===== config.mk =====
export PLATFORM = sky130hd
export DESIGN_NAME = block_check_sched
export DESIGN_NICKNAME = d
export VERILOG_FILES = /design/src/rtl/block_check_pkg.sv /design/src/rtl/block_check_sched_arbiter.sv /design/src/rtl/block_check_sched.sv
export SDC_FILE = /design/constraint.sdc
export NUM_CORES = 1
export LEC_CHECK = 0
export CAP_MARGIN = 5
export CORE_MARGIN = 3
export CORE_UTILIZATION = 40
export DETAILED_ROUTE_END_ITERATION = 6
export PLACE_DENSITY_LB_ADDON = 0.05
export SLEW_MARGIN = 10
export SYNTH_ARGS = -nofsm -noshare
export SYNTH_HDL_FRONTEND = slang
export SYNTH_HIERARCHICAL = 1
export SYNTH_SLANG_ARGS = --single-unit

===== constraint.sdc =====
create_clock -name clk -period 2 [get_ports clk]
set_input_delay 0.4 -clock clk [delete_from_list [all_inputs] [get_ports clk]]
set_output_delay 0.4 -clock clk [all_outputs]
set_load 0.02 [all_outputs]

===== src/rtl/block_check_pkg.sv =====
// Shared state encoding, character constants and sizing helper for the
// block-check scheduler and its round-robin arbiter.
package block_check_pkg;

  localparam logic [2:0] ST_IDLE   = 3'd0;
  localparam logic [2:0] ST_FLUSH  = 3'd1;
  localparam logic [2:0] ST_STREAM = 3'd2;
  localparam logic [2:0] ST_TAIL   = 3'd3;
  localparam logic [2:0] ST_REPORT = 3'd4;

  typedef enum logic [2:0] {
    IDLE   = ST_IDLE,
    FLUSH  = ST_FLUSH,
    STREAM = ST_STREAM,
    TAIL   = ST_TAIL,
    REPORT = ST_REPORT
  } state_e;

  localparam logic [7:0] ASCII_SPACE = 8'h20;

  function automatic int clog2(input int value);
    int r;
    r = 0;
    for (int i = 0; i < 31; i++) begin
      if ((1 << i) < value) r = i + 1;
    end
    return r;
  endfunction

endpackage


===== src/rtl/block_check_sched_arbiter.sv =====
// Combinational round-robin arbiter: first asserted request at or above the
// pointer, wrapping around, reported as one-hot grant plus index.
module rr_arbiter
  import block_check_pkg::*;
#(
  parameter  int N  = 2,
  localparam int IW = clog2(N)
) (
  input  logic [N-1:0]  req_i,
  input  logic [IW-1:0] ptr_i,
  output logic [N-1:0]  gnt_o,
  output logic [IW-1:0] idx_o,
  output logic          hit_o
);

  logic [2*N-1:0] dbl;
  logic [N-1:0]   rot;
  logic [IW-1:0]  off;
  logic [IW:0]    sum;

  always_comb begin
    dbl   = {req_i, req_i} >> ptr_i;
    rot   = dbl[N-1:0];
    off   = '0;
    hit_o = 1'b0;
    // Scan downward so the lowest rotated offset (closest to the pointer) wins.
    for (int k = N - 1; k >= 0; k--) begin
      if (rot[k]) begin
        off   = IW'(k);
        hit_o = 1'b1;
      end
    end
    sum = {1'b0, ptr_i} + {1'b0, off};
    if (sum >= (IW + 1)'(N)) sum = sum - (IW + 1)'(N);
    idx_o = sum[IW-1:0];
    gnt_o = hit_o ? (N'(1) << idx_o) : '0;
  end

endmodule


===== src/rtl/block_check_sched.sv =====
// Message-level scheduler sharing one begin/end block checker among N
// character-stream requesters, one whole message at a time.
module block_check_sched
  import block_check_pkg::*;
#(
  parameter  int N      = 2,
  parameter  int MAXLEN = 1024,
  localparam int IW     = clog2(N),
  localparam int LW     = clog2(MAXLEN + 1)
) (
  input  logic           clk,
  input  logic           reset,
  input  logic [N-1:0]   req_valid,
  input  logic [8*N-1:0] req_data,
  input  logic [N-1:0]   req_last,
  output logic [N-1:0]   req_ready,
  output logic [N-1:0]   resp_valid,
  output logic           resp_ok,
  output logic           resp_err,
  output logic           busy,
  output logic [IW-1:0]  grant_idx,
  output logic           chk_reset,
  output logic [7:0]     chk_in,
  input  logic           chk_result
);

  state_e        state_q, state_d;
  logic [IW-1:0] rr_q, rr_d;
  logic [IW-1:0] grant_q, grant_d;
  logic [N-1:0]  gnt_oh_q, gnt_oh_d;
  logic [LW-1:0] len_q, len_d;
  logic          err_q, err_d;

  logic [N-1:0]  arb_gnt;
  logic [IW-1:0] arb_idx;
  logic          arb_hit;

  logic [7:0]    sel_data;
  logic          sel_valid;
  logic          sel_last;
  logic          flush;

  function automatic logic [LW-1:0] len_sat_inc(input logic [LW-1:0] v);
    if (v == LW'(MAXLEN)) return v;
    return v + LW'(1);
  endfunction

  function automatic logic [IW-1:0] next_ptr(input logic [IW-1:0] g);
    if (g == IW'(N - 1)) return '0;
    return g + IW'(1);
  endfunction

  rr_arbiter #(.N(N)) u_arb (
    .req_i (req_valid),
    .ptr_i (rr_q),
    .gnt_o (arb_gnt),
    .idx_o (arb_idx),
    .hit_o (arb_hit)
  );

  always_comb begin
    sel_data = '0;
    for (int i = 0; i < N; i++) begin
      if (gnt_oh_q[i]) sel_data = req_data[8*i +: 8];
    end
    sel_valid = |(req_valid & gnt_oh_q);
    sel_last  = |(req_last & gnt_oh_q);
  end

  always_comb begin
    state_d    = state_q;
    rr_d       = rr_q;
    grant_d    = grant_q;
    gnt_oh_d   = gnt_oh_q;
    len_d      = len_q;
    err_d      = err_q;
    req_ready  = '0;
    resp_valid = '0;
    resp_ok    = 1'b0;
    resp_err   = 1'b0;
    chk_in     = ASCII_SPACE;
    flush      = 1'b0;
    case (state_q)
      IDLE: begin
        if (arb_hit) begin
          grant_d  = arb_idx;
          gnt_oh_d = arb_gnt;
          state_d  = FLUSH;
        end
      end
      FLUSH: begin
        flush   = 1'b1;
        len_d   = '0;
        err_d   = 1'b0;
        state_d = STREAM;
      end
      STREAM: begin
        req_ready = gnt_oh_q;
        chk_in    = sel_data;
        if (sel_valid) begin
          len_d = len_sat_inc(len_q);
          if (sel_last) begin
            state_d = TAIL;
          end else if (len_q == LW'(MAXLEN - 1)) begin
            err_d   = 1'b1;
            state_d = TAIL;
          end
        end else begin
          // The checker has already consumed this gap, so the message is lost.
          err_d   = 1'b1;
          state_d = TAIL;
        end
      end
      TAIL: begin
        state_d = REPORT;
      end
      REPORT: begin
        resp_valid = gnt_oh_q;
        resp_err   = err_q;
        resp_ok    = chk_result & ~err_q;
        rr_d       = next_ptr(grant_q);
        state_d    = IDLE;
      end
      default: begin
        state_d = IDLE;
      end
    endcase
  end

  always_ff @(posedge clk) begin
    if (reset) begin
      state_q  <= IDLE;
      rr_q     <= '0;
      grant_q  <= '0;
      gnt_oh_q <= '0;
      len_q    <= '0;
      err_q    <= 1'b0;
    end else begin
      state_q  <= state_d;
      rr_q     <= rr_d;
      grant_q  <= grant_d;
      gnt_oh_q <= gnt_oh_d;
      len_q    <= len_d;
      err_q    <= err_d;
    end
  end

  assign busy      = (state_q != IDLE);
  assign grant_idx = grant_q;
  assign chk_reset = reset | flush;

endmodule


# After elaboration in Yosys (flattened, before gate mapping)
# Cells that the tools add are included.
# classes
add_sub_neg	4
order_cmp	1
n_eq_ne	12
n_shift	2
muxes	31
bitwise_logic	5
n_reduce_logical	9
# op_table
operator	count
8-bit two-way mux	3
11-bit two-way mux	2
11-bit one-hot mux with 2 select lines	1
1-bit two-way mux	17
3-bit two-way mux	4
3-bit one-hot mux with 4 select lines	1
11-bit by 1-bit adder with 11-bit output, second input constant	1
11-bit by 10-bit equality test with 1-bit output, second input constant	1
11-bit equality test, second input constant	1
3-bit != test, second input constant	3
3-bit by 2-bit equality test with 1-bit output, second input constant	2
3-bit AND reduction	2
2-bit bitwise AND	2
2-bit two-way mux	2
2-bit != test, second input constant	2
4-bit != test, second input constant	1
2-bit AND reduction	2
2-bit OR reduction	2
4-bit by 1-bit right shift with 2-bit output	1
3-bit by 1-bit equality test with 1-bit output, second input constant	1
3-bit equality test, second input constant	1
3-bit logical NOT	1
3-bit nonzero test	1
1-bit by 1-bit adder with 2-bit output	1
9 further kinds	9
# totals
reg_bits	19
in_bits	23
output_inout_bits	17
elab_cells	70

# Depth between registers and ports, before layout
# Gate-level depths: netlist (run 1).
# logic_depth
depth_word	7
mapped_depth	8
depth_no_buf	6

# Cells and area by module
# The synthesis (run 1) kept the hierarchy.
# modules_own_cells
mod	n_inst	cells_per_inst	area_each_um2
block_check_sched	1	149	1226.2
rr_arbiter	1	6	36.3

# Least setup slack after synthesis (run 1)
# OpenSTA, ideal clock, no wires.
# synth_timing
path_kind	reg2out
startpoint	register state_q[0]
endpoint	output port chk_reset
arrival_ns	1.471
setup_slack_ns	0.129
stages_incl_launch_ff	8
path_cell_list	dfxtp_1 clkbuf_1 nand2b_1 buf_2 o21ba_2 buf_2 clkbuf_1 inv_1
# synth_via
elab_chain_cells	3
# synth_lines
item	line	text
from (decl)	block_check_sched.sv:27	state_e state_q, state_d;
from (signal assigned)	block_check_sched.sv:139	state_q <= state_d;
3-bit by 1-bit equality test with 1-bit output	block_check_sched.sv:83	case (state_q)
1-bit two-way mux	block_check_sched.sv:83	
1-bit OR	block_check_sched.sv:150	assign chk_reset = reset | flush;
to (decl)	block_check_sched.sv:22	output logic chk_reset,
# Every way passes these cells.

# Worst setup path after layout (run 1)
# layout_timing
startpoint	register state_q[2]
endpoint	output port chk_in[5]
# layout_via
elab_chain_cells	2
# layout_lines
item	line	text
3-bit by 2-bit equality test with 1-bit output	block_check_sched.sv:83	
8-bit two-way mux	block_check_sched.sv:83	
to (decl)	block_check_sched.sv:23	output logic [7:0] chk_in,
# Every way passes these cells.

==> results by group, run 1 <==
Power and ir drop
  • Internal Power: ~0.62 mW
  • Power density over cell area: ~510 nW/um^2
  • Peak supply drop: ~0.31 mV
  • Sw Share: 31.95%
  • Leakage: 0.7088 nW
  • Sequential share of power: 45.6%
  • Part of the power in combinational logic: 32.6%
  • Net switching power figure: roughly 0.29 mW
  • Clock Power Share: between 20% and 30%

STA
  • Crit share post-route: a little over nine tenths
  • Final Setup Violations: 0
  • Fin. Hold Viols: 0
  • Worst slew pin tran: between 0.4 and 0.5 ns
  • Fin Clk Skew: approximately 0.0014 ns
  • RSZ-0062 raised after global routing: false
  • Setup TNS: 0 ns
  • Final Max Tran Viols: 0
  • Max Freq: about 0.53 GHz
  • Rel. slew slack: about two thirds
  • Fin crit period: between 1.5 and 2 ns

Placement
  • Final GP Congestion: 0.7698
  • Hpwl dp: between 2000 and 3000 um
  • PortBufs: 39
  • Cell count after placement: ~250

Clocking
  • Clk buf depth: 2
  • Sink Count: 19
  • CTS tree: built
  • CTS root buf: clkbuf_4
  • Worst skew pair latency: around 0.3 ns
  • H-tree depth: 1
  • Worst-path clk slew: ~0.11 ns
  • Hold buffers post-CTS: 0
  • TritonCTS buffer count: 3

Synthesis
  • Asr flop ratio synth: 0%
  • Synthesized area: around 1300 sq um
  • Top_reg_cell synth: dfxtp_1
  • Yosys cell types: 40
  • Synthesized instance count: roughly 160
  • Synth Area per Inst: roughly 8 sq um
  • Sequential fraction of the synthesis area: a little under a third
  • YS warnings: 6
  • EDFF count, synth: 0
  • Number of synthesized register bits: 19
  • Syn Nets: between 150 and 200

Route
  • Max Used Layer: met3
  • Vias per cell: a little over 5
  • Routed len/inst: about 13 um
  • DR iter-0 viols: between 40 and 50
  • Met3 wire length: 185 um
  • Post-route ant nets: 0
  • WL final: 3246 um
  • Met1 WL: about 1600 um
  • DR vias: about 1,300
  • Post-route DRC violation count: 0
  • TritonRoute pass-1 iters: 4
  • Routed wl met2: 1488 um

Critical path
  • R2R Path End: len_q[8]$_SDFFE_PP0P_
  • Critical-path top delay cell: dfxtp_1
  • Data required, critical path: 1.60 ns
  • Reg2reg setup slack: around 0.13 ns
  • Critical path peak fanout: 8
  • Reg2Reg Launch Point: len_q[5]$_SDFFE_PP0P_
  • R2R cell count: 5
  • Startpoint Class: flip-flop
  • Arr. time, crit path: approximately 1.5 ns
  • Largest stage delay on the critical path: 0.36 ns
  • CP Cell Sequence: nor2_2, nand2_4, a221o_1, clkdlybuf4s15_1
  • Worst Setup EP: chk_in[5]
  • Critical path startpoint: state_q[2]$_SDFFE_PP0P_
  • Crit path kind: reg -> out
  • Worst setup EP type: primary output

Flow run
  • Max-cap check violation count: 0

Cells and area
  • Layout area overhead: 42.42%
  • Fin cells: 250
  • Share of cells above drive strength 1: around a fifth
  • Most frequent cells in the layout: clkdlybuf4s50_1 (23), buf_4 (19), dfxtp_1 (17)
  • Final Net Count: 234
  • Commonest non-fill, non-tap cell in the layout: clkdlybuf4s50_1
  • Finished Core Util: between 60% and 70%
  • ANT cells: 0

Global route
  • GRT Total Usage: 17.87%
  • Largest net degree at the start of global routing: 21
  • Initial antenna violation count: 0
  • Number of global-route vias before repair: 1,305
  • Global route overflow: 0
  • First-pass GRT wire length: just under 6000 um

Floorplanning
  • Die Span X: 62.18 um
  • Die area: 3866 sq um
  • Ports: 40
  • Placeable Area: roughly 2900 sq um
  • Rows: 19
  • Starting Density: between 40% and 50%
  • Die Y: 62.18 um

Hold path
  • HP Class: reg -> reg

Status
  • Status: finished clean
## critical path: cells and delay by family (launching register included)
kind            cells  cell delay (ns)
flops               1             0.36
compound gates      1             0.28
buf+inv             1             0.29
simple gates        2             0.28
## cell type report
| cell class | instances | area (sq um) |
|---|---|---|
| Multi-Input combinational cell | 120 | 828.3 |
| Sequential cell | 19 | 382.9 |
| Tap cell | 42 | 52.55 |
| Clock inverter | 1 | 5.005 |
| Timing Repair Buffer | 58 | 480.5 |
| Inverter | 7 | 26.28 |
| Fill cell | 257 | 1079 |
| Clock buffer | 3 | 22.52 |
## timing repair
item | in CTS | in global routing
resized for setup | 20 | 20
endpoints found under the setup margin | 16 | 13
pin swaps | 0 | 1
setup buffers | 0 | 0
## worst min path at each step
stage,start,to,slack [ns],cells after the start
floorplan,len_q[7]$_SDFFE_PP0P_,len_q[7]$_SDFFE_PP0P_,0.45,2
global route,grant_idx$_SDFFE_PP0P_,rr_q$_SDFFE_PP0N_,0.51,1
global placement,len_q[7]$_SDFFE_PP0P_,len_q[7]$_SDFFE_PP0P_,0.46,2
detailed placement,len_q[7]$_SDFFE_PP0P_,len_q[7]$_SDFFE_PP0P_,0.47,2
CTS,len_q[7]$_SDFFE_PP0P_,len_q[7]$_SDFFE_PP0P_,0.49,2
finish,len_q[7]$_SDFFE_PP0P_,len_q[7]$_SDFFE_PP0P_,0.48,2
## sequential cells by signal (all words and copies together) (netlist names)
| signal | cells |
|---|---|
| len_q | 11 |
| state_q | 3 |
| gnt_oh_q | 2 |
| err_q | 1 |
| grant_idx | 1 |
| rr_q | 1 |
## synthesized netlist by cell type (all sizes together), types with 4 or more instances
cell     n  area share [%]
and2     6             3.0
a22oi    8             4.8
inv      7             2.1
mux2i   12             9.5
nand2   14             4.2
nor2    15             4.5
a21oi    4             1.6
dfxtp   19              30
nand3    4             1.6
nand2b  12             5.9
a211oi   5             3.0
clkbuf   6             1.8
## power groups by stage
stage / clock network [mW] / registers [mW] / logic [mW]
after CTS: 0.209 / 0.415 / 0.300
after global routing: 0.226 / 0.420 / 0.330
after global placement: 0 / 0.421 / 0.302
after floorplan: 0 / 0.417 / 0.169
final: 0.199 / 0.417 / 0.298
after detailed placement: 0 / 0.422 / 0.307
## metrics by stage
stage	area, sq um	total power [mW]	worst slack, ns	hold slack, ns
floorplan	1262	0.5861	0.1291	0.4468
finish	1798	0.9139	0.09750	0.4850
global placement	1810	0.7232	-0.08469	0.4592
detailed placement	1810	0.7284	-0.08167	0.4742
global route	1798	0.9753	0.006767	0.5148
CTS	1824	0.9230	0.006858	0.4911
## per-layer routing
| metal | global-route usage (%) | up-vias |
|---|---|---|
| met5 | 0 | - |
| met4 | 1.657 | 0 |
| met3 | 5.586 | 0 |
| met2 | 29.44 | 27 |
| met1 | 23.76 | 607 |
| li1 | - | 664 |
## kinds of logic after synthesis
group           synth area share [%]
compound gates                 20.12
flops                          30.13
mux                            9.515
fa+ha+maj                      1.982
simple gates                   31.81
buf+inv                        5.054
xor+xnor                       1.388
No activity file was read; power rests on OpenSTA's default activity.
==> run 2, diff against run 1 <==
Settings changed: SKIP_CTS_REPAIR_TIMING from default to 1.
==> results by group, run 2 (synthesized netlist as in run 1, its figures left out) <==
Critical path
  • R2R Path End: len_q[5]$_SDFFE_PP0P_ (was len_q[8]$_SDFFE_PP0P_)
  • Critical path peak fanout: 13 (was 8)
  • Reg2Reg Launch Point: len_q[5]$_SDFFE_PP0P_ (unchanged)
  • Data required, critical path: 1.60 ns (about the same)
  • Arr. time, crit path: 1.48 ns (was 1.50 ns)
  • Critical-path top delay cell: or3_1 (was dfxtp_1)
  • Reg2reg setup slack: 0.13 ns (about the same)
  • Startpoint Class: flip-flop (unchanged)
  • Largest stage delay on the critical path: 0.41 ns (was 0.36 ns)
  • R2R cell count: 5 (unchanged)
  • Worst setup EP type: primary output (unchanged)
  • CP Cell Sequence: buf_4, or3_1, dlymetal6s2s_1 (was nor2_2, nand2_4, a221o_1, clkdlybuf4s15_1)
  • Crit path kind: reg -> out (unchanged)

Floorplanning
  • Placeable Area: 2877 sq um (unchanged)
  • Die Span X: 62.18 um (unchanged)
  • Starting Density: 43.89% (unchanged)
  • Rows: 19 (unchanged)
  • Die area: 3866 sq um (unchanged)
  • Ports: 40 (unchanged)
  • Die Y: 62.18 um (unchanged)

STA
  • Fin crit period: 1.875 ns (was 1.902 ns)
  • Fin. Hold Viols: 0 (unchanged)
  • Fin Clk Skew: 0.001682 ns (was 0.001354 ns)
  • Crit share post-route: 93.76% (was 95.12%)
  • Worst slew pin tran: 0.4771 ns (was 0.4768 ns)
  • Rel. slew slack: 68.11% (was 68.13%)
  • Max Freq: 0.5333 GHz (was 0.5256 GHz)
  • RSZ-0062 raised after global routing: false (unchanged)
  • Final Setup Violations: 0 (unchanged)
  • Setup TNS: 0 ns (unchanged)
  • Final Max Tran Viols: 0 (unchanged)

Clocking
  • CTS tree: built (unchanged)
  • Sink Count: 19 (unchanged)
  • Worst skew pair latency: 0.30 ns (about the same)
  • Worst-path clk slew: 0.12 ns (was 0.11 ns)
  • CTS root buf: clkbuf_4 (unchanged)
  • Clk buf depth: 2 (unchanged)
  • TritonCTS buffer count: 3 (unchanged)
  • H-tree depth: 1 (unchanged)

Route
  • Post-route DRC violation count: 0 (unchanged)
  • Vias per cell: 5.164 (was 5.192)
  • Post-route ant nets: 0 (unchanged)
  • DR iter-0 viols: 51 (was 43)
  • Routed len/inst: 13.13 um (was 12.98 um)
  • DR vias: 1,291 (was 1,298)
  • TritonRoute pass-1 iters: 4 (unchanged)
  • WL final: 3282 um (was 3246 um)

Cells and area
  • Fillers: 247 (was 257)
  • Share of cells above drive strength 1: 14.90% (was 19.71%)
  • Largest Register: len_q (unchanged)
  • Most frequent cells in the layout: clkdlybuf4s50_1 (23), buf_4 (19), dfxtp_1 (18) (was clkdlybuf4s50_1 (23), buf_4 (19), dfxtp_1 (17))
  • Design Area, Final: 1874 sq um (was 1798 sq um)
  • Final Net Count: 234 (unchanged)
  • Largest regs: len_q x11, state_q x3, gnt_oh_q x2 (unchanged)
  • Max reg flops: 11 (unchanged)
  • Layout area overhead: 48.46% (was 42.42%)
  • Commonest non-fill, non-tap cell in the layout: clkdlybuf4s50_1 (unchanged)
  • ANT cells: 0 (unchanged)

Placement
  • PortBufs: 39 (unchanged)
  • Hpwl dp: 2572 um (unchanged)
  • Final GP Congestion: 0.7698 (unchanged)
  • DP Area: 1810 sq um (unchanged)

Hold path
  • HP Class: reg -> reg (unchanged)
  • Min-delay src: len_q[7]$_SDFFE_PP0P_ (unchanged)
  • Hold path depth: 2 (unchanged)
  • Hold worst-path end: len_q[7]$_SDFFE_PP0P_ (unchanged)

Status
  • Status: finished clean (unchanged)

Global route
  • First-pass GRT wire length: 5816 um (unchanged)
  • Number of global-route vias before repair: 1,305 (unchanged)
  • Global route overflow: 0 (unchanged)
  • GRT Total Usage: 17.87% (unchanged)
  • Initial antenna violation count: 0 (unchanged)
  • Largest net degree at the start of global routing: 21 (unchanged)

Power and ir drop
  • Power density over cell area: 492.2 nW/um^2 (was 508.3 nW/um^2)
  • Peak supply drop: 0.3145 mV (was 0.3122 mV)
  • Leakage: 0.9116 nW (was 0.7088 nW)

Flow run
  • Max-cap check violation count: 0 (unchanged)
[run 2: worst max path at each step]
stage / start / end / slack, ns / cells after the start
3_3_place_gp: reset / chk_reset / -0.08 / 4
3_5_place_dp: reset / chk_reset / -0.08 / 4
2_1_floorplan: state_q[0]$_SDFFE_PP0P_ / chk_reset / 0.13 / 7
5_1_grt: len_q[0]$_SDFFE_PP0P_ / len_q[5]$_SDFFE_PP0P_ / 0.02 / 7
6_report: state_q[2]$_SDFFE_PP0P_ / busy / 0.12 / 3
4_1_cts: state_q[1]$_SDFFE_PP0P_ / req_ready[1] / -0.33 / 4
[run 2: report_power, final]
group	switching (mW)	internal [mW]
logic	0.146	0.158
clock network	0.128	0.0746
registers	0.0185	0.397
total	0.293	0.629
[run 2: worst max-delay path, delay by kind of cell, from the launching register on]
kind | cells | cell delay (ns)
buffers and inverters | 2 | 0.41
flip-flops | 1 | 0.35
AND/OR/NAND/NOR | 1 | 0.41
[run 2: area by class of cell]
type,count,area (sq um),share of cell area (%)
Multi-Input combinational cell,120,820.8,43.79
Sequential cell,19,381.6,20.36
Clock inverter,1,5.005,0.2670
Clock buffer,3,22.52,1.202
Tap cell,42,52.55,2.804
Timing Repair Buffer,58,565.5,30.17
Inverter,7,26.28,1.402
[run 2: metal layers]
layer | wire, um | part of all wire [%] | vias up | track usage, %
met1 | 1593 | 49 | 600 | 23.76
met2 | 1493 | 45 | 29 | 29.44
met5 | 0 | 0 | - | 0
met3 | 191 | 5.8 | 2 | 5.586
met4 | 4 | 0.12 | 0 | 1.657
li1 | - | - | 660 | -
[run 2: per-stage QoR]
step                      power, mW  util, %  setup slack (ns)  cells  hold slack, ns
final                        0.9226    65.16            0.1249    250          0.4871
after floorplan              0.5861        -            0.1291    155          0.4468
after global routing         0.9802    65.16           0.01868    250          0.5148
after CTS                    0.9305    63.90           -0.3342    250          0.4911
after detailed placement     0.7284    62.94          -0.08167    246          0.4742
after global placement       0.7232    62.94          -0.08469    246          0.4592
==> run 3, diff against run 2 <==
Settings changed: TNS_END_PERCENT from default to 5.
==> results of run 3 <==
The final DEF is identical to that of run 2; final timing and power are the same.
